[src/rtl/rom_loader_pkg.sv]
// Shared definitions for the boot-time ROM loader: FSM encodings, frame layout and
// checksum helper.
package rom_loader_pkg;

    typedef enum logic [2:0] {
        StIdle  = 3'd0,
        StCntLo = 3'd1,
        StCntHi = 3'd2,
        StData  = 3'd3,
        StCsum  = 3'd4,
        StDone  = 3'd5,
        StErr   = 3'd6
    } state_e;

    // Order in which fields arrive on the byte stream.
    typedef enum logic [2:0] {
        FldMagic = 3'd0,
        FldCntLo = 3'd1,
        FldCntHi = 3'd2,
        FldData  = 3'd3,
        FldCsum  = 3'd4
    } frame_field_e;

    localparam logic [7:0]  DEFAULT_MAGIC  = 8'hA5;
    localparam int unsigned BYTES_PER_WORD = 4;

    function automatic logic [7:0] csum_add(input logic [7:0] sum, input logic [7:0] b);
        return sum + b;
    endfunction

endpackage

[src/rtl/rom_loader_if.sv]
// Byte-stream input and ROM write port of the loader, bundled with master
// (environment) and slave (loader) views.
interface rom_loader_if #(
    parameter int unsigned ADDR_W = 12
);
    logic              in_valid;
    logic [7:0]        in_data;
    logic              in_ready;
    logic              rom_we;
    logic [ADDR_W-1:0] rom_waddr;
    logic [31:0]       rom_wdata;

    modport master (
        output in_valid, in_data,
        input  in_ready, rom_we, rom_waddr, rom_wdata
    );

    modport slave (
        input  in_valid, in_data,
        output in_ready, rom_we, rom_waddr, rom_wdata
    );
endinterface

[src/rtl/rom_loader.sv]
// Parses MAGIC/count/data/checksum frames from the UART byte stream, writes words
// into the instruction ROM and releases the core only after a verified image.
module rom_loader
    import rom_loader_pkg::*;
#(
    parameter int unsigned ADDR_W      = 12,
    parameter logic [7:0]  MAGIC       = DEFAULT_MAGIC,
    parameter int unsigned TIMEOUT_CYC = 1000000
) (
    input  logic         clk,
    input  logic         rst_n,
    rom_loader_if.slave  bus,
    output logic         core_rst_n,
    output logic         load_done,
    output logic         load_err
);

    localparam int unsigned TMO_W     = $clog2(TIMEOUT_CYC + 1);
    localparam logic [16:0] MAX_WORDS = 17'(1) << ADDR_W;

    state_e            r_state;
    logic              r_in_ready;
    logic              r_rom_we;
    logic [ADDR_W-1:0] r_rom_waddr;
    logic [31:0]       r_rom_wdata;
    logic              r_core_rst_n;
    logic              r_load_done;
    logic              r_load_err;
    logic [7:0]        r_cnt_lo;
    logic [ADDR_W-1:0] r_word_idx;
    logic [ADDR_W-1:0] r_last_idx;
    logic [1:0]        r_byte_idx;
    logic [23:0]       r_asm;
    logic [7:0]        r_sum;
    logic [TMO_W-1:0]  r_tmo;

    logic        w_accept;
    logic        w_active;
    logic        w_tmo_hit;
    logic [15:0] w_count;

    assign w_accept  = bus.in_valid & r_in_ready;
    assign w_active  = (r_state == StCntLo) || (r_state == StCntHi) ||
                       (r_state == StData)  || (r_state == StCsum);
    assign w_tmo_hit = w_active && !w_accept && (r_tmo == TMO_W'(TIMEOUT_CYC - 1));
    assign w_count   = {bus.in_data, r_cnt_lo};

    always_ff @(posedge clk or negedge rst_n) begin
        if (!rst_n) begin
            r_state      <= StIdle;
            r_in_ready   <= 1'b0;
            r_rom_we     <= 1'b0;
            r_rom_waddr  <= '0;
            r_rom_wdata  <= '0;
            r_core_rst_n <= 1'b0;
            r_load_done  <= 1'b0;
            r_load_err   <= 1'b0;
            r_cnt_lo     <= '0;
            r_word_idx   <= '0;
            r_last_idx   <= '0;
            r_byte_idx   <= '0;
            r_asm        <= '0;
            r_sum        <= '0;
            r_tmo        <= '0;
        end else begin
            r_in_ready <= 1'b1;
            r_rom_we   <= 1'b0;
            if (w_accept || !w_active) begin
                r_tmo <= '0;
            end else begin
                r_tmo <= r_tmo + 1'b1;
            end

            if (w_tmo_hit) begin
                // Partial image stays in the ROM; only the status changes.
                r_state      <= StErr;
                r_load_err   <= 1'b1;
                r_load_done  <= 1'b0;
                r_core_rst_n <= 1'b0;
            end else if (w_accept) begin
                case (r_state)
                    StIdle, StDone, StErr: begin
                        if (bus.in_data == MAGIC) begin
                            r_state      <= StCntLo;
                            r_load_done  <= 1'b0;
                            r_load_err   <= 1'b0;
                            r_core_rst_n <= 1'b0;
                        end
                    end
                    StCntLo: begin
                        r_cnt_lo <= bus.in_data;
                        r_sum    <= bus.in_data;
                        r_state  <= StCntHi;
                    end
                    StCntHi: begin
                        r_sum <= csum_add(r_sum, bus.in_data);
                        if (w_count == '0) begin
                            r_state <= StCsum;
                        end else if ({1'b0, w_count} > MAX_WORDS) begin
                            r_state    <= StErr;
                            r_load_err <= 1'b1;
                        end else begin
                            r_state    <= StData;
                            r_word_idx <= '0;
                            r_byte_idx <= '0;
                            r_last_idx <= ADDR_W'(w_count - 16'd1);
                        end
                    end
                    StData: begin
                        r_sum      <= csum_add(r_sum, bus.in_data);
                        r_byte_idx <= r_byte_idx + 2'd1;
                        if (r_byte_idx == 2'(BYTES_PER_WORD - 1)) begin
                            r_rom_we    <= 1'b1;
                            r_rom_waddr <= r_word_idx;
                            r_rom_wdata <= {bus.in_data, r_asm};
                            r_word_idx  <= r_word_idx + 1'b1;
                            if (r_word_idx == r_last_idx) begin
                                r_state <= StCsum;
                            end
                        end else begin
                            // Bytes enter at the top so byte 0 ends up in bits [7:0].
                            r_asm <= {bus.in_data, r_asm[23:8]};
                        end
                    end
                    StCsum: begin
                        if (bus.in_data == r_sum) begin
                            r_state      <= StDone;
                            r_load_done  <= 1'b1;
                            r_core_rst_n <= 1'b1;
                        end else begin
                            r_state    <= StErr;
                            r_load_err <= 1'b1;
                        end
                    end
                    default: r_state <= StIdle;
                endcase
            end
        end
    end

    assign bus.in_ready  = r_in_ready;
    assign bus.rom_we    = r_rom_we;
    assign bus.rom_waddr = r_rom_waddr;
    assign bus.rom_wdata = r_rom_wdata;
    assign core_rst_n    = r_core_rst_n;
    assign load_done     = r_load_done;
    assign load_err      = r_load_err;

endmodule

[src/flat_wrapper.sv]
// flat-port wrapper written by rule: the top's interface ports become plain ports
module rom_loader_flat import rom_loader_pkg::*;
#(
    parameter int unsigned ADDR_W      = 12,
    parameter logic [7:0]  MAGIC       = DEFAULT_MAGIC,
    parameter int unsigned TIMEOUT_CYC = 1000000
)
  (clk, rst_n, core_rst_n, load_done, load_err, bus_in_valid, bus_in_data, bus_in_ready, bus_rom_we, bus_rom_waddr, bus_rom_wdata);
  rom_loader_if #(.ADDR_W(ADDR_W)) bus_i ();
  input  logic clk;
  input  logic rst_n;
  output logic core_rst_n;
  output logic load_done;
  output logic load_err;
  input wire logic [$bits(bus_i.in_valid)-1:0] bus_in_valid;
  input wire logic [$bits(bus_i.in_data)-1:0] bus_in_data;
  output wire logic [$bits(bus_i.in_ready)-1:0] bus_in_ready;
  output wire logic [$bits(bus_i.rom_we)-1:0] bus_rom_we;
  output wire logic [$bits(bus_i.rom_waddr)-1:0] bus_rom_waddr;
  output wire logic [$bits(bus_i.rom_wdata)-1:0] bus_rom_wdata;
  assign bus_i.in_valid = bus_in_valid;
  assign bus_i.in_data = bus_in_data;
  assign bus_in_ready = bus_i.in_ready;
  assign bus_rom_we = bus_i.rom_we;
  assign bus_rom_waddr = bus_i.rom_waddr;
  assign bus_rom_wdata = bus_i.rom_wdata;
  rom_loader #(.ADDR_W(ADDR_W), .MAGIC(MAGIC), .TIMEOUT_CYC(TIMEOUT_CYC)) u_core (.clk(clk), .rst_n(rst_n), .bus(bus_i), .core_rst_n(core_rst_n), .load_done(load_done), .load_err(load_err));
endmodule
[config.mk]
export PLATFORM = sky130hd
export DESIGN_NAME = rom_loader_flat
export DESIGN_NICKNAME = d
export VERILOG_FILES = /design/src/rtl/rom_loader_pkg.sv /design/src/rtl/rom_loader_if.sv /design/src/rtl/rom_loader.sv /design/src/flat_wrapper.sv
export SDC_FILE = /design/constraint.sdc
export NUM_CORES = 1
export LEC_CHECK = 0
export ABC_AREA = 1
export CAP_MARGIN = 20
export CORE_UTILIZATION = 40
export CTS_CLUSTER_SIZE = 14
export DETAILED_ROUTE_END_ITERATION = 8
export GPL_TIMING_DRIVEN = 0
export SYNTH_ARGS = -nofsm -noshare
export SYNTH_HDL_FRONTEND = slang
export SYNTH_SLANG_ARGS = --single-unit
[constraint.sdc]
create_clock -name clk -period 4 [get_ports clk]
set_input_delay 0.6 -clock clk [delete_from_list [all_inputs] [get_ports clk]]
set_output_delay 0.6 -clock clk [all_outputs]
set_load 0.02 [all_outputs]
After elaboration in Yosys (flattened, before gate mapping)
Index checks and enable logic that the tools add are counted.
{"block": "word_totals", "ff_bits": 137, "out_inout_bits": 49}
{"block": "classes", "add_sub_neg": 5, "order_cmp": 1, "n_eq_ne": 21, "n_mux": 33, "bitwise_logic": 5, "n_reduce_logical": 27}
{"cell": "$mux W12", "n": 3}
{"cell": "$pmux W12 S2", "n": 1}
{"cell": "$mux W3", "n": 7}
{"cell": "$add A20 B1 Y20 const B", "n": 1}
{"cell": "$eq A20 B20 Y1 const B", "n": 1}
{"cell": "$mux W20", "n": 1}
{"cell": "$ne A3 B2 Y1 const B", "n": 6}
{"cell": "$gt A16 B13 Y1 const B", "n": 1}
{"cell": "$logic_not A16 Y1", "n": 1}
{"cell": "$pmux W8 S2", "n": 1}
{"cell": "$reduce_and A4 Y1", "n": 4}
{"cell": "$pmux W3 S5", "n": 1}
{"cell": "$mux W1", "n": 13}
{"cell": "$add A12 B1 Y12 const B", "n": 1}
{"cell": "$eq A12 B12 Y1", "n": 1}
{"cell": "$reduce_and A6 Y1", "n": 2}
{"cell": "$sub A12 B1 Y12 const B", "n": 1}
{"cell": "$reduce_and A5 Y1", "n": 2}
{"cell": "$eq A3 B3 Y1 const B", "n": 3}
{"cell": "$add A8 B8 Y8", "n": 1}
{"cell": "$eq A8 B8 Y1", "n": 1}
{"cell": "$eq A8 B8 Y1 const B", "n": 1}
{"cell": "$eq A3 B2 Y1 const B", "n": 2}
{"cell": "$mux W2", "n": 3}
{"cell": "20 further kinds", "n": 33}

Logic depth before layout (Yosys ltp)
Gate-level depths: netlist of the first run.
{"block": "depth", "depth_word": 8, "mapped_depth": 13}

Least setup slack after synthesis of the first run
No wires, ideal clock.
{"block": "synth_timing", "path_kind": "input-to-reg", "start": "input bus_in_data[0]", "end": "register u_core.r_sum[6]", "t_arrival_ps": 1807, "path_slack_ps": 2070, "path_stages": 13, "n_path_buf": 0, "path_cell_list": "ha_1 inv_1 fa_1 inv_1 nand2_1 nand2_1 nand2_1 a21oi_1 nor2_1 nand2_1 nand2_1 o21ai_0 nand2_1"}
{"block": "synth_between", "elab_chain_cells": 2}
{"item": "start, declared", "line_no": "flat_wrapper.sv:16", "source": "input wire logic [$bits(bus_i.in_data)-1:0] bus_in_data;"}
{"item": "$add A8 B8 Y8", "line_no": "rom_loader_pkg.sv:28", "source": "return sum + b;"}
{"item": "$pmux W8 S2", "line_no": "rom_loader.sv:81", "source": "case (r_state)"}
{"item": "end signal, assigned", "line_no": "rom_loader.sv:92", "source": "r_sum <= bus.in_data;"}
{"item": "end signal, assigned", "line_no": "rom_loader.sv:96", "source": "r_sum <= csum_add(r_sum, bus.in_data);"}
{"item": "end signal, assigned", "line_no": "rom_loader.sv:110", "source": "r_sum <= csum_add(r_sum, bus.in_data);"}
{"item": "end, declared", "line_no": "rom_loader.sv:34", "source": "logic [7:0] r_sum;"}
Every way passes these cells.
A chain may end at the register's enable or synchronous reset.

Worst setup path after layout of the first run
Same ends and word-level chain as after synthesis.

==> run metrics, run 1 <==
outcome completed; routability cong. 0.884; Critical path origin bus_in_data[0]; Worst VDD drop 0.366 mV; antenna-violating nets left 0; Max FO, Critical Path 7; Synthesis Warnings 0; crit path time final 2.35 ns; Synth Flop Type dfrtp_1; Worst EP arrival 2.66 ns; first-pass GRT wire length 27300 um; Multi-input gate area 2880 um2; largest net degree at the start of global routing 85; Placed Area 7710 um2; Worst R2R Start u_core.r_cnt_lo[0]; Avg Cell Area, Syn 7.97 um2; Crit path max-delay family buffers and inverters; I/O Pins 60; port bufs 59; Die Wd 132 um; initial antenna violation count 0; cells after synthesis around 860; worst skew pair latency 0.42 ns; Row Count 47; total grt overflow 0; synth unique cells 39; Layout Nets 958; Sinks on Clock Net 137; worst-path cell chain clkdlybuf4s50_1, ha_1, inv_1, fa_1, inv_1, nand2_1, nand2_1, nand2_1, a21oi_1, nor2_1, nand2_1, nand2_1, o21ai_0, nand2_1; Initial Utilization 41.1%; Layout fillers ~1600; final WL 15800 um; die height 132 um; fin area ~8300 um2; Max-cap violations 0; Synth async-reset ratio 100%; DR WL/cell about 14 um; Worst Path Buf+Inv 3; number of setup buffers added after CTS 0; cts hold-fix bufs 0; setup TNS 0 ns; Setup WS pre-CTS 1.22 ns; CTS tree yes; Post-Syn Nets roughly 880; vias about 5600; Rel. slew slack 63.7%; vias in the first global route 5418; ant diodes 0; DRT iter0 DRCs 334; Fin. Hold Viols 0; Slowest cell on crit path clkdlybuf4s50_1; area grow syn2layout 22.5%; Clk pin slew, worst setup/hold paths about 0.06 ns; register bit total from synthesis approximately 140; worst clock skew 0.00662 ns; GRT Util Overall between 10% and 20%; fin crit share 58.8%; Synth area leaders dfrtp_1 50%, nand2_1 14%, inv_1 5.0%; Worst-Margin Slew between 0.5 and 0.6 ns; kind of end point of the critical path register; synthesized area 6810 um2; DPL Wire Length approximately 11000 um; CTS H-tree depth 4; post-synthesis sequential area ratio 50.3%; largest stage delay on the critical path 0.64 ns; quantity of gates resized following cts 0; P_leak 3.90 nW; post-synth top area cell dfrtp_1; TritonCTS Buffers 17; # setup viols final 0; WS Path Type primary input to register; cell with the most instances after synthesis nand2_1; RSZ-0062 raised after global routing false; final worst slack 1.65 ns; vias per cell 4.83; Power Density 556 nW/um2; top cell type's share of synthesized area between 50% and 60%; count of final max-slew check failures 0; Clock Tree Root clkbuf_16; Post-synth top cells 254 x nand2_1, 137 x dfrtp_1, 90 x inv_1; die area 17600 um2; Reg area 3430 um2; layout cells sized above 1 8.03%; CP most frequent cell nand2_1; CTS Buffer Depth 2; Residual DRC 0; crit start category primary input; EDFF count, synth 0; first drt pass iteration count 5; worst min-delay path class primary input to async pin; total core area 16600 um2; f_max 425 MHz; WP data required 4.31 ns
## cells by family after synthesis
group	synth area share (%)
and+or+nand+nor	26.4
DFF	50.3
AOI/OAI and AO/OA	10.3
buffers and inverters	7.44
xor gates and xnor gates	2.96
adders and majority gates	2.50
other	0.0551
## placed cells by master, fill, tap and decap left out, types with 7 or more instances in the layout
| master | n |
|---|---|
| a21oi_1 | 22 |
| nand3_1 | 51 |
| inv_1 | 90 |
| buf_2 | 10 |
| ha_1 | 12 |
| nor2_1 | 79 |
| nand4_1 | 12 |
| xnor2_1 | 9 |
| clkbuf_16 | 17 |
| o21ai_1 | 55 |
| o21ai_0 | 50 |
| inv_2 | 7 |
| nand2_1 | 254 |
| dfrtp_1 | 137 |
| clkdlybuf4s50_1 | 58 |
| nor3_1 | 8 |
| xor2_1 | 14 |
## through the flow
| stage | utilization [%] | std cells | power (mW) | hold WS [ns] |
|---|---|---|---|---|
| floorplan | - | 855 | 2.61 | 0.304 |
| global placement | 46.3 | 1134 | 2.94 | 0.457 |
| detailed placement | 46.5 | 1135 | 2.96 | 0.462 |
| CTS | 50.3 | 1167 | 4.68 | 0.150 |
| global route | 50.3 | 1167 | 4.95 | 0.168 |
| finish | 50.3 | 1167 | 4.64 | 0.129 |
## per-layer routing
layer,part of all wire [%],global-route usage (%),wire length (um)
met2,46,30.8,7240
met5,0,0,0
met3,3.2,3.72,514
met1,49,27.4,7810
met4,1.6,7.15,255
## where the power goes
group	leakage, nW	switching [mW]	internal (mW)
clock network	0.307	0.643	1.06
registers	1.86	0.158	1.59
logic	1.74	0.756	0.441
## layout make-up
cell class	count	share of cell area (%)
buffer	22	1.71
sequential	137	41.1
multi-input combinational	599	34.5
tap	220	3.30
inverter	97	4.36
clock inverter	15	2.55
timing repair buffer	60	7.42
clock buffer	17	5.10
## registers in the layout, indices dropped and copies added (netlist names), 3 cells and up
signal,flops
u_core.r_sum,8
u_core.r_cnt_lo,8
u_core.r_last_idx,12
u_core.r_state,3
u_core.r_tmo,20
u_core.bus.rom_waddr,12
u_core.bus.rom_wdata,32
u_core.r_word_idx,12
u_core.r_asm,24
## path summary, 6_finish.rpt
kind | end | slack (ns) | cells after the start
max in group asynchronous | u_core.r_cnt_lo[4] | 3.09 | 2
min | u_core.bus.rom_wdata[3] | 0.13 | 1
min reg2reg | u_core.r_tmo[0] | 0.47 | 1
min in group clk | u_core.r_tmo[0] | 0.47 | 1
max reg2reg | u_core.r_word_idx[8] | 2.06 | 12
max | u_core.r_sum[6] | 1.65 | 14
Power figures use the tool's default switching activity.
==> inputs of run 2 (changes only) <==
==> constraint.sdc (replaced) <==
create_clock -name clk -period 2.1 [get_ports clk]
set_input_delay 0.315 -clock clk [delete_from_list [all_inputs] [get_ports clk]]
set_output_delay 0.315 -clock clk [all_outputs]
set_load 0.02 [all_outputs]
==> run 2 against run 1 <==
Compared with the run above:
- highest routed layer unchanged
- sequential share of layout area decreased by 0.074 points
- critical path type is now register to register
- worst setup slack worse by 1.5 ns
- utilization is 0.091 points higher
- critical path depth decreased by 4
- worst hold slack better by 0.20 ns
==> run metrics, run 2 (same netlist as run 1, synthesis figures left out) <==
die area 17600 um2; crit start category register; Worst VDD drop between 0.7 and 0.8 mV; antenna-violating nets left 0; overall power 8.84 mW; # setup viols final 0; Clock Tree Root clkbuf_16; setup TNS 0 ns; worst skew pair latency 0.42 ns; Net Sw Frac 33.5%; HP Start bus_in_data[1]; R2R depth 10; f_max 522 MHz; routability cong. between 0.8 and 0.9; DR WL/cell 13.5 um; Worst-Margin Slew between 0.5 and 0.6 ns; Clk pin slew, worst setup/hold paths around 0.060 ns; die height 132 um; WP data required 2.41 ns; Residual DRC 0; WS Path Type register to register; port bufs 59; total core area 16600 um2; Reg area 3430 um2; Switch Pwr roughly 3.0 mW; vias in the first global route 5432; CTS tree yes; Layout Nets 959; worst clock skew approximately 0.0069 ns; RSZ-0062 raised after global routing false; I/O Pins 60; kind of end point of the critical path register; vias per cell between 4 and 5; most frequent cells in the layout 254 x nand2_1, 137 x dfrtp_1, 88 x inv_1; worst hold path depth 3; most common cell after layout, fill and taps aside nand2_1; Multi-input gate area between 2000 and 3000 um2; P_leak 3.92 nW; CTS H-tree depth 4; final WL 15800 um; Die Wd 132 um; DPL Wire Length 11500 um; Row Count 47; Rel. slew slack 63.7%; Critical path origin u_core.r_state[0]; Max-cap violations 0; Max FO, Critical Path 10; initial antenna violation count 0; total grt overflow 0; Pint about 5.9 mW; first drt pass iteration count 5; Fin. Hold Viols 0; DRT iter0 DRCs 331; GRT Util Overall 19.8%; Finished Core Util 50.4%; Largest register FFs 32; Worst EP arrival approximately 2.2 ns; Initial Utilization 41.1%; count of final max-slew check failures 0; largest net degree at the start of global routing 85; ant diodes 0; Gate power share between 20 and 30%; number of setup buffers added after CTS 0; CTS Buffer Depth 2; layout cells sized above 1 8.23%; Clk pwr share 36.6%; first-pass GRT wire length ~27000 um; area grow syn2layout 22.7%; Power Density 1060 nW/um2; worst min-delay path class primary input to register; Seq pwr share 37.6%; fin crit share between 90% and 100%; Sinks on Clock Net ~140; vias 5636; TritonCTS Buffers 17; Worst R2R Start u_core.r_state[0]; crit path time final 1.92 ns; Layout fillers 1615; outcome completed
run 2: changes by cell type in the layout (fill, tap and decap cells not counted), sizes merged:
cell	delta
dlymetal6s2s	+2
dlygate4sd3	+1
clkdlybuf4s50	-2
run 2: layer usage:
layer | track usage (%) | up-vias | share of wire [%]
li1 | - | 2894 | -
met1 | 27.4 | 2616 | 48
met2 | 30.8 | 101 | 46
met3 | 3.72 | 25 | 3.7
met4 | 7.15 | 0 | 1.8
met5 | 0 | - | 0
run 2: layout make-up:
cell class | instances | share of cell area [%]
multi-input cells | 599 | 34.4
plain buffers | 22 | 1.71
inverters | 97 | 4.36
repair buffers | 61 | 7.59
well taps | 220 | 3.29
flip-flops and latches | 137 | 41.0
clock inverters | 15 | 2.54
clock buffers | 17 | 5.09
run 2: repair_timing:
item,4_1_cts,5_1_grt
endpoints found under the setup margin,0,9
hold buffers,1,0
resized for setup,0,4
endpoints found under the hold margin,53,0
run 2: metrics by stage:
step / worst slack [ns] / hold slack [ns] / std cells / instance area, um2
4_1_cts: 0.0446 / 0.437 / 1168 / 8350
3_3_place_gp: -4.89 / 0.457 / 1134 / 7680
5_1_grt: 0.0316 / 0.348 / 1168 / 8360
6_report: 0.183 / 0.325 / 1168 / 8360
3_5_place_dp: -0.397 / 0.316 / 1135 / 7710
2_1_floorplan: 0.437 / 0.0194 / 855 / 6810
run 2: power groups by stage:
stage / clock [mW] / sequential, mW / combinational [mW]
after floorplan: 0 / 3.36 / 1.61
after global placement: 0 / 3.36 / 2.23
after detailed placement: 0 / 3.36 / 2.28
after CTS: 3.30 / 3.32 / 2.29
after global routing: 3.41 / 3.38 / 2.65
final: 3.24 / 3.32 / 2.28
run 2: worst paths after layout:
| check | to | slack [ns] |
|---|---|---|
| worst max register to register | u_core.core_rst_n | 0.18 |
| worst min-delay path | u_core.r_sum[1] | 0.33 |
| worst max-delay path | u_core.core_rst_n | 0.18 |
| max in group asynchronous | u_core.r_state[1] | 0.91 |
| min in group asynchronous | u_core.bus.rom_wdata[3] | 0.42 |
| worst min register to register | u_core.r_tmo[0] | 0.47 |
run 2: worst max-delay path, cell delays in order, from the launching register on:
cell and delay [ns]:
dfrtp_1 0.43, inv_2 0.17, nand3_1 0.22, nand2_1 0.12, nand2_1 0.11, inv_1 0.26
nand3_1 0.19, inv_1 0.11, nor2_1 0.05, nand3_1 0.08, nand2_1 0.06
